### src/rtl/spi_pkg.sv
// Shared types and constants for the SPI mode-0 slave.
package spi_pkg;

    localparam int SPI_FRAME_BITS = 8;
    localparam int SPI_CNT_BITS   = $clog2(SPI_FRAME_BITS);

    // Byte sent on MISO when the TX buffer is empty at a frame load.
    localparam logic [SPI_FRAME_BITS-1:0] SPI_IDLE_FILL = 8'h00;

    typedef enum logic {
        IDLE  = 1'b0,
        SHIFT = 1'b1
    } spi_state_e;

    // MSB-first receive shift: the newest bit enters at the LSB.
    function automatic logic [SPI_FRAME_BITS-1:0] shift_in(
        input logic [SPI_FRAME_BITS-1:0] sr,
        input logic                      bit_in
    );
        return {sr[SPI_FRAME_BITS-2:0], bit_in};
    endfunction

endpackage

### src/rtl/spi_slave_sync.sv
// Three-stage synchronizer for one asynchronous SPI pin.
// Stages 1-2 resolve metastability; stage 3 is the delayed copy used for
// edge detection, so the level and both edge pulses come from stage 2.
module spi_slave_sync #(
    parameter logic RESET_VAL = 1'b0
) (
    input  logic clk,
    input  logic reset,
    input  logic async_i,
    output logic level_o,
    output logic rise_o,
    output logic fall_o
);

    logic [2:0] sync_q;

    // Shift the pin through the synchronizer chain every clock.
    // NOTE: sequential state uses non-blocking assignments so every flop
    // samples the pre-edge value of its neighbour and no race is simulated.
    always_ff @(posedge clk or posedge reset) begin
        if (reset) begin
            sync_q <= {3{RESET_VAL}};
        end else begin
            sync_q <= {sync_q[1:0], async_i};
        end
    end

    assign level_o = sync_q[1];
    assign rise_o  =  sync_q[1] & ~sync_q[2];
    assign fall_o  = ~sync_q[1] &  sync_q[2];

endmodule

### src/rtl/spi_slave.sv
// SPI mode-0 slave: 8-bit MSB-first frames, one-byte TX buffer, byte-wide
// client interface. All pins are oversampled on clk.
// Optional feature: define SPI_SLAVE_OVERRUN_EN to add the sticky
// rx_overrun flag (set when a byte completes before the previous one was
// acknowledged with rd_rx).
module spi_slave
    import spi_pkg::*;
(
    input  logic                      clk,
    input  logic                      reset,
    input  logic [SPI_FRAME_BITS-1:0] din,
    input  logic                      wr_sd,
    output logic                      tx_ready,
    input  logic                      rd_rx,
    output logic [SPI_FRAME_BITS-1:0] dout,
    output logic                      rx_valid,
    output logic                      spi_done_tick,
    output logic                      spi_idle,
    input  logic                      spi_clk,
    input  logic                      spi_mosi,
    input  logic                      spi_ss_n,
    output logic                      spi_miso
`ifdef SPI_SLAVE_OVERRUN_EN
    ,
    output logic                      rx_overrun
`endif
);

    localparam logic [SPI_CNT_BITS-1:0] CNT_LAST = SPI_CNT_BITS'(SPI_FRAME_BITS - 1);
    localparam logic [SPI_CNT_BITS-1:0] CNT_ZERO = '0;

    // Synchronized pins and edge pulses
    logic sclk_rise, sclk_fall, sclk_level;
    logic mosi_level, mosi_rise, mosi_fall;
    logic ss_level, ss_rise, ss_fall;

    spi_slave_sync #(.RESET_VAL(1'b0)) u_sync_sclk (
        .clk(clk), .reset(reset), .async_i(spi_clk),
        .level_o(sclk_level), .rise_o(sclk_rise), .fall_o(sclk_fall)
    );

    spi_slave_sync #(.RESET_VAL(1'b0)) u_sync_mosi (
        .clk(clk), .reset(reset), .async_i(spi_mosi),
        .level_o(mosi_level), .rise_o(mosi_rise), .fall_o(mosi_fall)
    );

    // Chip select idles high, so its chain resets high to avoid a false ss_fall.
    spi_slave_sync #(.RESET_VAL(1'b1)) u_sync_ss (
        .clk(clk), .reset(reset), .async_i(spi_ss_n),
        .level_o(ss_level), .rise_o(ss_rise), .fall_o(ss_fall)
    );

    spi_state_e                state_q, state_d;
    logic [SPI_CNT_BITS-1:0]   cnt_q, cnt_d;
    logic                      started_q, started_d;   // a rise has been seen this frame
    logic [SPI_FRAME_BITS-1:0] rx_sr_q, rx_sr_d;
    logic [SPI_FRAME_BITS-1:0] tx_sr_q, tx_sr_d;
    logic [SPI_FRAME_BITS-1:0] tx_buf_q, tx_buf_d;
    logic                      tx_ready_q, tx_ready_d;
    logic [SPI_FRAME_BITS-1:0] dout_q, dout_d;
    logic                      rx_valid_q, rx_valid_d;
    logic                      tick_q, tick_d;
    logic                      miso_q, miso_d;
    logic                      frame_load;
`ifdef SPI_SLAVE_OVERRUN_EN
    logic                      overrun_q, overrun_d;
`endif

    // Next-state logic: FSM transitions, bit counter, shift registers, buffers.
    // NOTE: every signal gets a default at the top of the block so that no
    // path leaves it unassigned, which would otherwise infer a latch.
    always_comb begin
        state_d    = state_q;
        cnt_d      = cnt_q;
        started_d  = started_q;
        rx_sr_d    = rx_sr_q;
        tx_sr_d    = tx_sr_q;
        tx_buf_d   = tx_buf_q;
        tx_ready_d = tx_ready_q;
        dout_d     = dout_q;
        rx_valid_d = rx_valid_q;
        tick_d     = 1'b0;
        frame_load = 1'b0;
`ifdef SPI_SLAVE_OVERRUN_EN
        overrun_d  = overrun_q;
`endif

        // Client write into an empty buffer; writes to a full buffer are dropped.
        if (wr_sd && tx_ready_q) begin
            tx_buf_d   = din;
            tx_ready_d = 1'b0;
        end

        // Acknowledge; a completion later in this block overrides it.
        if (rd_rx) begin
            rx_valid_d = 1'b0;
`ifdef SPI_SLAVE_OVERRUN_EN
            overrun_d  = 1'b0;
`endif
        end

        if (ss_rise) begin
            // Deselect aborts the frame; the TX buffer is left alone.
            state_d   = IDLE;
            cnt_d     = CNT_ZERO;
            started_d = 1'b0;
            rx_sr_d   = '0;
            tx_sr_d   = '0;
        end else if (ss_fall) begin
            state_d    = SHIFT;
            cnt_d      = CNT_ZERO;
            started_d  = 1'b0;
            rx_sr_d    = '0;
            frame_load = 1'b1;
        end else if (state_q == SHIFT) begin
            if (sclk_rise) begin
                rx_sr_d   = shift_in(rx_sr_q, mosi_level);
                cnt_d     = cnt_q + SPI_CNT_BITS'(1);
                started_d = 1'b1;
                if (cnt_q == CNT_LAST) begin
                    dout_d     = shift_in(rx_sr_q, mosi_level);
                    tick_d     = 1'b1;
                    rx_valid_d = 1'b1;
`ifdef SPI_SLAVE_OVERRUN_EN
                    if (rx_valid_q && !rd_rx) begin
                        overrun_d = 1'b1;
                    end
`endif
                end
            end else if (sclk_fall) begin
                if (cnt_q != CNT_ZERO) begin
                    tx_sr_d = {tx_sr_q[SPI_FRAME_BITS-2:0], 1'b0};
                end else if (started_q) begin
                    // 8th fall: reload for a back-to-back byte. Falls before
                    // the first rise of a frame are spurious and ignored.
                    frame_load = 1'b1;
                end
            end
        end

        if (frame_load) begin
            if (!tx_ready_q) begin
                // Buffer full: send it; a same-cycle write refills the buffer.
                tx_sr_d = tx_buf_q;
                if (wr_sd) begin
                    tx_buf_d   = din;
                    tx_ready_d = 1'b0;
                end else begin
                    tx_ready_d = 1'b1;
                end
            end else begin
                // Buffer empty: a same-cycle write bypasses straight to the shifter.
                tx_sr_d    = wr_sd ? din : SPI_IDLE_FILL;
                tx_buf_d   = tx_buf_q;
                tx_ready_d = 1'b1;
            end
        end

        // MISO follows the shifter one cycle later; driven low while idle.
        miso_d = (state_q == SHIFT) ? tx_sr_q[SPI_FRAME_BITS-1] : 1'b0;
    end

    // State and datapath registers.
    always_ff @(posedge clk or posedge reset) begin
        if (reset) begin
            state_q    <= IDLE;
            cnt_q      <= CNT_ZERO;
            started_q  <= 1'b0;
            rx_sr_q    <= '0;
            tx_sr_q    <= '0;
            tx_buf_q   <= '0;
            tx_ready_q <= 1'b1;
            dout_q     <= '0;
            rx_valid_q <= 1'b0;
            tick_q     <= 1'b0;
            miso_q     <= 1'b0;
        end else begin
            state_q    <= state_d;
            cnt_q      <= cnt_d;
            started_q  <= started_d;
            rx_sr_q    <= rx_sr_d;
            tx_sr_q    <= tx_sr_d;
            tx_buf_q   <= tx_buf_d;
            tx_ready_q <= tx_ready_d;
            dout_q     <= dout_d;
            rx_valid_q <= rx_valid_d;
            tick_q     <= tick_d;
            miso_q     <= miso_d;
        end
    end

`ifdef SPI_SLAVE_OVERRUN_EN
    // Sticky overrun flag.
    always_ff @(posedge clk or posedge reset) begin
        if (reset) begin
            overrun_q <= 1'b0;
        end else begin
            overrun_q <= overrun_d;
        end
    end

    assign rx_overrun = overrun_q;
`endif

    assign tx_ready      = tx_ready_q;
    assign dout          = dout_q;
    assign rx_valid      = rx_valid_q;
    assign spi_done_tick = tick_q;
    assign spi_idle      = (state_q == IDLE);
    assign spi_miso      = miso_q;

    // MOSI edges and the SCLK level are not needed by the mode-0 datapath.
    logic unused_sync;
    assign unused_sync = mosi_rise ^ mosi_fall ^ sclk_level ^ ss_level;

endmodule

### config.mk
export PLATFORM = sky130hd
export DESIGN_NAME = spi_slave
export DESIGN_NICKNAME = d
export VERILOG_FILES = /design/src/rtl/spi_pkg.sv /design/src/rtl/spi_slave_sync.sv /design/src/rtl/spi_slave.sv
export SDC_FILE = /design/constraint.sdc
export NUM_CORES = 1
export LEC_CHECK = 0
export CAP_MARGIN = 40
export CORE_MARGIN = 10
export CORE_UTILIZATION = 33
export DETAILED_ROUTE_END_ITERATION = 8
export SLEW_MARGIN = 20
export SYNTH_ARGS = -nofsm -noshare
export SYNTH_HDL_FRONTEND = slang
export SYNTH_SLANG_ARGS = --single-unit
### constraint.sdc
create_clock -name clk -period 2.3 [get_ports clk]
set_clock_uncertainty 0.05 [all_clocks]
set_input_delay 0.46 -clock clk [delete_from_list [all_inputs] [get_ports clk]]
set_output_delay 0.46 -clock clk [all_outputs]
set_load 0.02 [all_outputs]
==> flow_summary.ini <==
[run_status]
outcome = completed

[worst_setup_path]
timing.rr.end = tx_buf_q[1]$_DFFE_PP0P_
critPathKind = flip-flop to flip-flop
cp_num_buf_inv = 1
cp_top_family = multiplexers
path_max_fanout = 8
worst_path_largest_cell_delay_ps = 550
timing.critical_path.mode_cell = mux2_4
crit_slowest_cell = dfstp_2
cp-end-kind = flip-flop
startpoint_of_the_worst_slack_reg_to_reg_timing_path = u_sync_ss.sync_q[2]$_DFF_PP1_
reg2reg_slack_ps = 220
setup.worst_path.start_class = flip-flop
worstPathArrival_ps = 2220
r2r.worst_path.cells = 6
crit_path_cell_trace = inv_1 -> ha_1 -> nor2b_1 -> a32o_2 -> mux2_4 -> mux2_4
cp.required_ps = 2440

[layout]
insertedDiodeCount = 0
drive_gt1_share_pct = 20.0
area_used_by_multi_input_combinational_logic_um2 = 803
nFillCells = 571
fin_nets = 215
area_delta_synth_final_pct = 22.9
fin_area_um2 = 2540
reg_area_um2 = 1210

[hold_path]
hp_class = flip-flop to flip-flop
whs_endpoint = u_sync_mosi.sync_q[1]$_DFF_PP0_
min_delay_path_depth = 0
worst_hold_startpoint = u_sync_mosi.sync_q[0]$_DFF_PP0_

[route]
detail_route.iter0.violations = 75
vias_per_cell = 4.68
postRouteAntennaNets = 0
dr_drc_count = 0
total_wire_length_um = 3610
route.detailed.wl_per_inst_um = 13.4
detailroute.via_count = 1264
firstDrtPassIters = 4

[global_route]
globalRouteOverflowTotal = 0
grt_start_max_net_pins = 28
grt_pass1_wl_um = 6400
antenna_found_initial = 0
grt.total_usage_pct = 7.86
grt_pass1_vias = 1317

[power_and_ir_drop]
vdd_drop_max_uv = 331
power_density_nw_per_um2 = 791
leakagePower_nw = 1.16

[place]
placedInstanceArea_um2 = 2450
place_congestion = 0.735
placement.io_buffers = 27
dp.final_hpwl_um = 2620

[cts]
post_cts_resized = 0
cts_buffers = 5
cts_root_buffer = clkbuf_8
cts_max_level = 2
clockBufferDepth = 2
cts_clock_pin_slew_for_the_worst_setup_and_hold_paths_ps = 80
post-cts-setup-buffer-count = 0
holdBufCountCts = 0
tritoncts = built
clock_latency_ps = 300
numClockSinks = 48

[floorplan]
floorplan.die.height_um = 99.1
floorplan.core_area_um2 = 5990
floorplan.initialDensity_pct = 34.5
core.rowCount = 28
die_footprint_um2 = 9830
ios = 28
die-width_um = 99.1

[logic_synthesis]
synthesis.nets = 183
yosys_register_bits = 48
avgSynthCellArea_um2 = 12.8
synth_async_sr_flop_share_pct = 100
yosysUniqueCellTypes = 33
ys_seq_area_share_pct = 58.4
ys_dominant_reg_cell = dfrtp_1
post_synth_inst_count = 162
synth.yosys.warnings = 0
syn-cell-area_um2 = 2070
synth_enable_flop_cells = 0

[timing]
worst_slew_margin_rel_pct = 64.6
setup_viol = 0
timing_hold_violations_final = 0
timing.final.crit_share_pct = 90.5
report.final.slew_viol_count = 0
tightest_slew_ps = 528
setup_tns_ps = 0
period_minus_slack_ps = 2080
whs_ps = 302
grt_setup_unrepaired = false
clock.fmax_ghz = 0.480

[job]
max_cap_violations = 0
cells by family after synthesis:
kind of cell | count (synthesis) | synth area share (%)
AO/OA/AOI/OAI | 34 | 12.3
adder cells (fa/ha/maj) | 7 | 4.12
buffers and inverters | 15 | 2.78
flip-flops | 48 | 58.4
multiplexers | 24 | 14.3
AND/OR/NAND/NOR | 34 | 8.17
layout by cell type (no fill, tap or decap), drive strengths merged, types with 2 or more instances in the layout:
| cell | synthesis | routed |
|---|---|---|
| a21oi | 2 | 2 |
| a22o | 10 | 10 |
| a32o | 2 | 2 |
| and2 | 2 | 2 |
| buf | 1 | 3 |
| clkbuf | 4 | 7 |
| clkdlybuf4s50 | 0 | 27 |
| dfrtp | 44 | 44 |
| dfstp | 4 | 4 |
| ha | 6 | 6 |
| inv | 10 | 10 |
| mux2 | 17 | 17 |
| mux2i | 7 | 7 |
| nand2 | 19 | 19 |
| nor2 | 5 | 5 |
| nor2b | 2 | 2 |
| nor3 | 2 | 2 |
| o21ai | 10 | 10 |
| o2bb2ai | 7 | 7 |
routing by layer:
layer  GRT usage [%]  wire length (µm)
met1            9.42              1690
met3            2.63               165
met4            4.96               102
met2            11.8              1650
met5               0                 0
stage by stage:
stage | total power (W) | worst slack (ps) | std cells | utilization, %
2_1_floorplan | 0.00139 | 336 | 162 | -
4_1_cts | 0.00204 | 204 | 270 | 42.4
5_1_grt | 0.00214 | 128 | 270 | 42.4
6_report | 0.00201 | 218 | 270 | 42.4
3_3_place_gp | 0.00150 | 245 | 262 | 40.8
3_5_place_dp | 0.00151 | 220 | 262 | 40.8
cell type report:
class                      instances  area share [%]
inverter                          10            1.48
clock inverter                     1           0.296
tap                               75            3.69
multi-input combinational         99            31.6
clock buffer                       7            3.40
sequential                        48            47.5
timing repair buffer              30            12.0
how the worst max path moves through the flow:
stage                     slack, ps  cells after the start                     startpoint                 endpoint
final                           220                      6  u_sync_ss.sync_q[2]$_DFF_PP1_  tx_buf_q[1]$_DFFE_PP0P_
after global routing            130                      6  u_sync_ss.sync_q[2]$_DFF_PP1_  tx_buf_q[1]$_DFFE_PP0P_
after CTS                       200                      6  u_sync_ss.sync_q[2]$_DFF_PP1_  tx_buf_q[1]$_DFFE_PP0P_
after detailed placement        220                      6  u_sync_ss.sync_q[2]$_DFF_PP1_  tx_buf_q[1]$_DFFE_PP0P_
after global placement          250                      6  u_sync_ss.sync_q[2]$_DFF_PP1_  tx_buf_q[5]$_DFFE_PP0P_
after floorplan                 340                      6  u_sync_ss.sync_q[2]$_DFF_PP1_                flip-flop
report_power, final:
part	switching, W	internal [W]
Combinational	0.000181	0.000253
Sequential	0.0000816	0.000975
Clock	0.000275	0.000244
Total	0.000537	0.00147
registers in the layout, indices dropped and copies added (netlist names), named ones only:
register	cells
cnt_q	3
dout	8
rx_sr_q	7
rx_valid	1
spi_done_tick	1
spi_miso	1
started_q	1
state_q	1
tx_buf_q	7
tx_ready	1
tx_sr_q	8
u_sync_mosi.sync_q	2
u_sync_sclk.sync_q	3
u_sync_ss.sync_q	3
synthesized netlist by cell type, types with 2 or more instances:
library cell | count | area, µm²
o2bb2ai_1 | 7 | 61.3
dfrtp_1 | 44 | 1100
a22o_1 | 10 | 87.6
clkbuf_1 | 4 | 15.0
mux2i_1 | 7 | 70.1
o21ai_0 | 9 | 45.0
inv_1 | 9 | 33.8
nand2_1 | 19 | 71.3
dfstp_2 | 4 | 105
mux2_4 | 9 | 135
nor2_1 | 5 | 18.8
ha_1 | 6 | 75.1
mux2_2 | 8 | 90.1
a21oi_1 | 2 | 10.0
No activity file was read; power rests on OpenSTA's default activity.
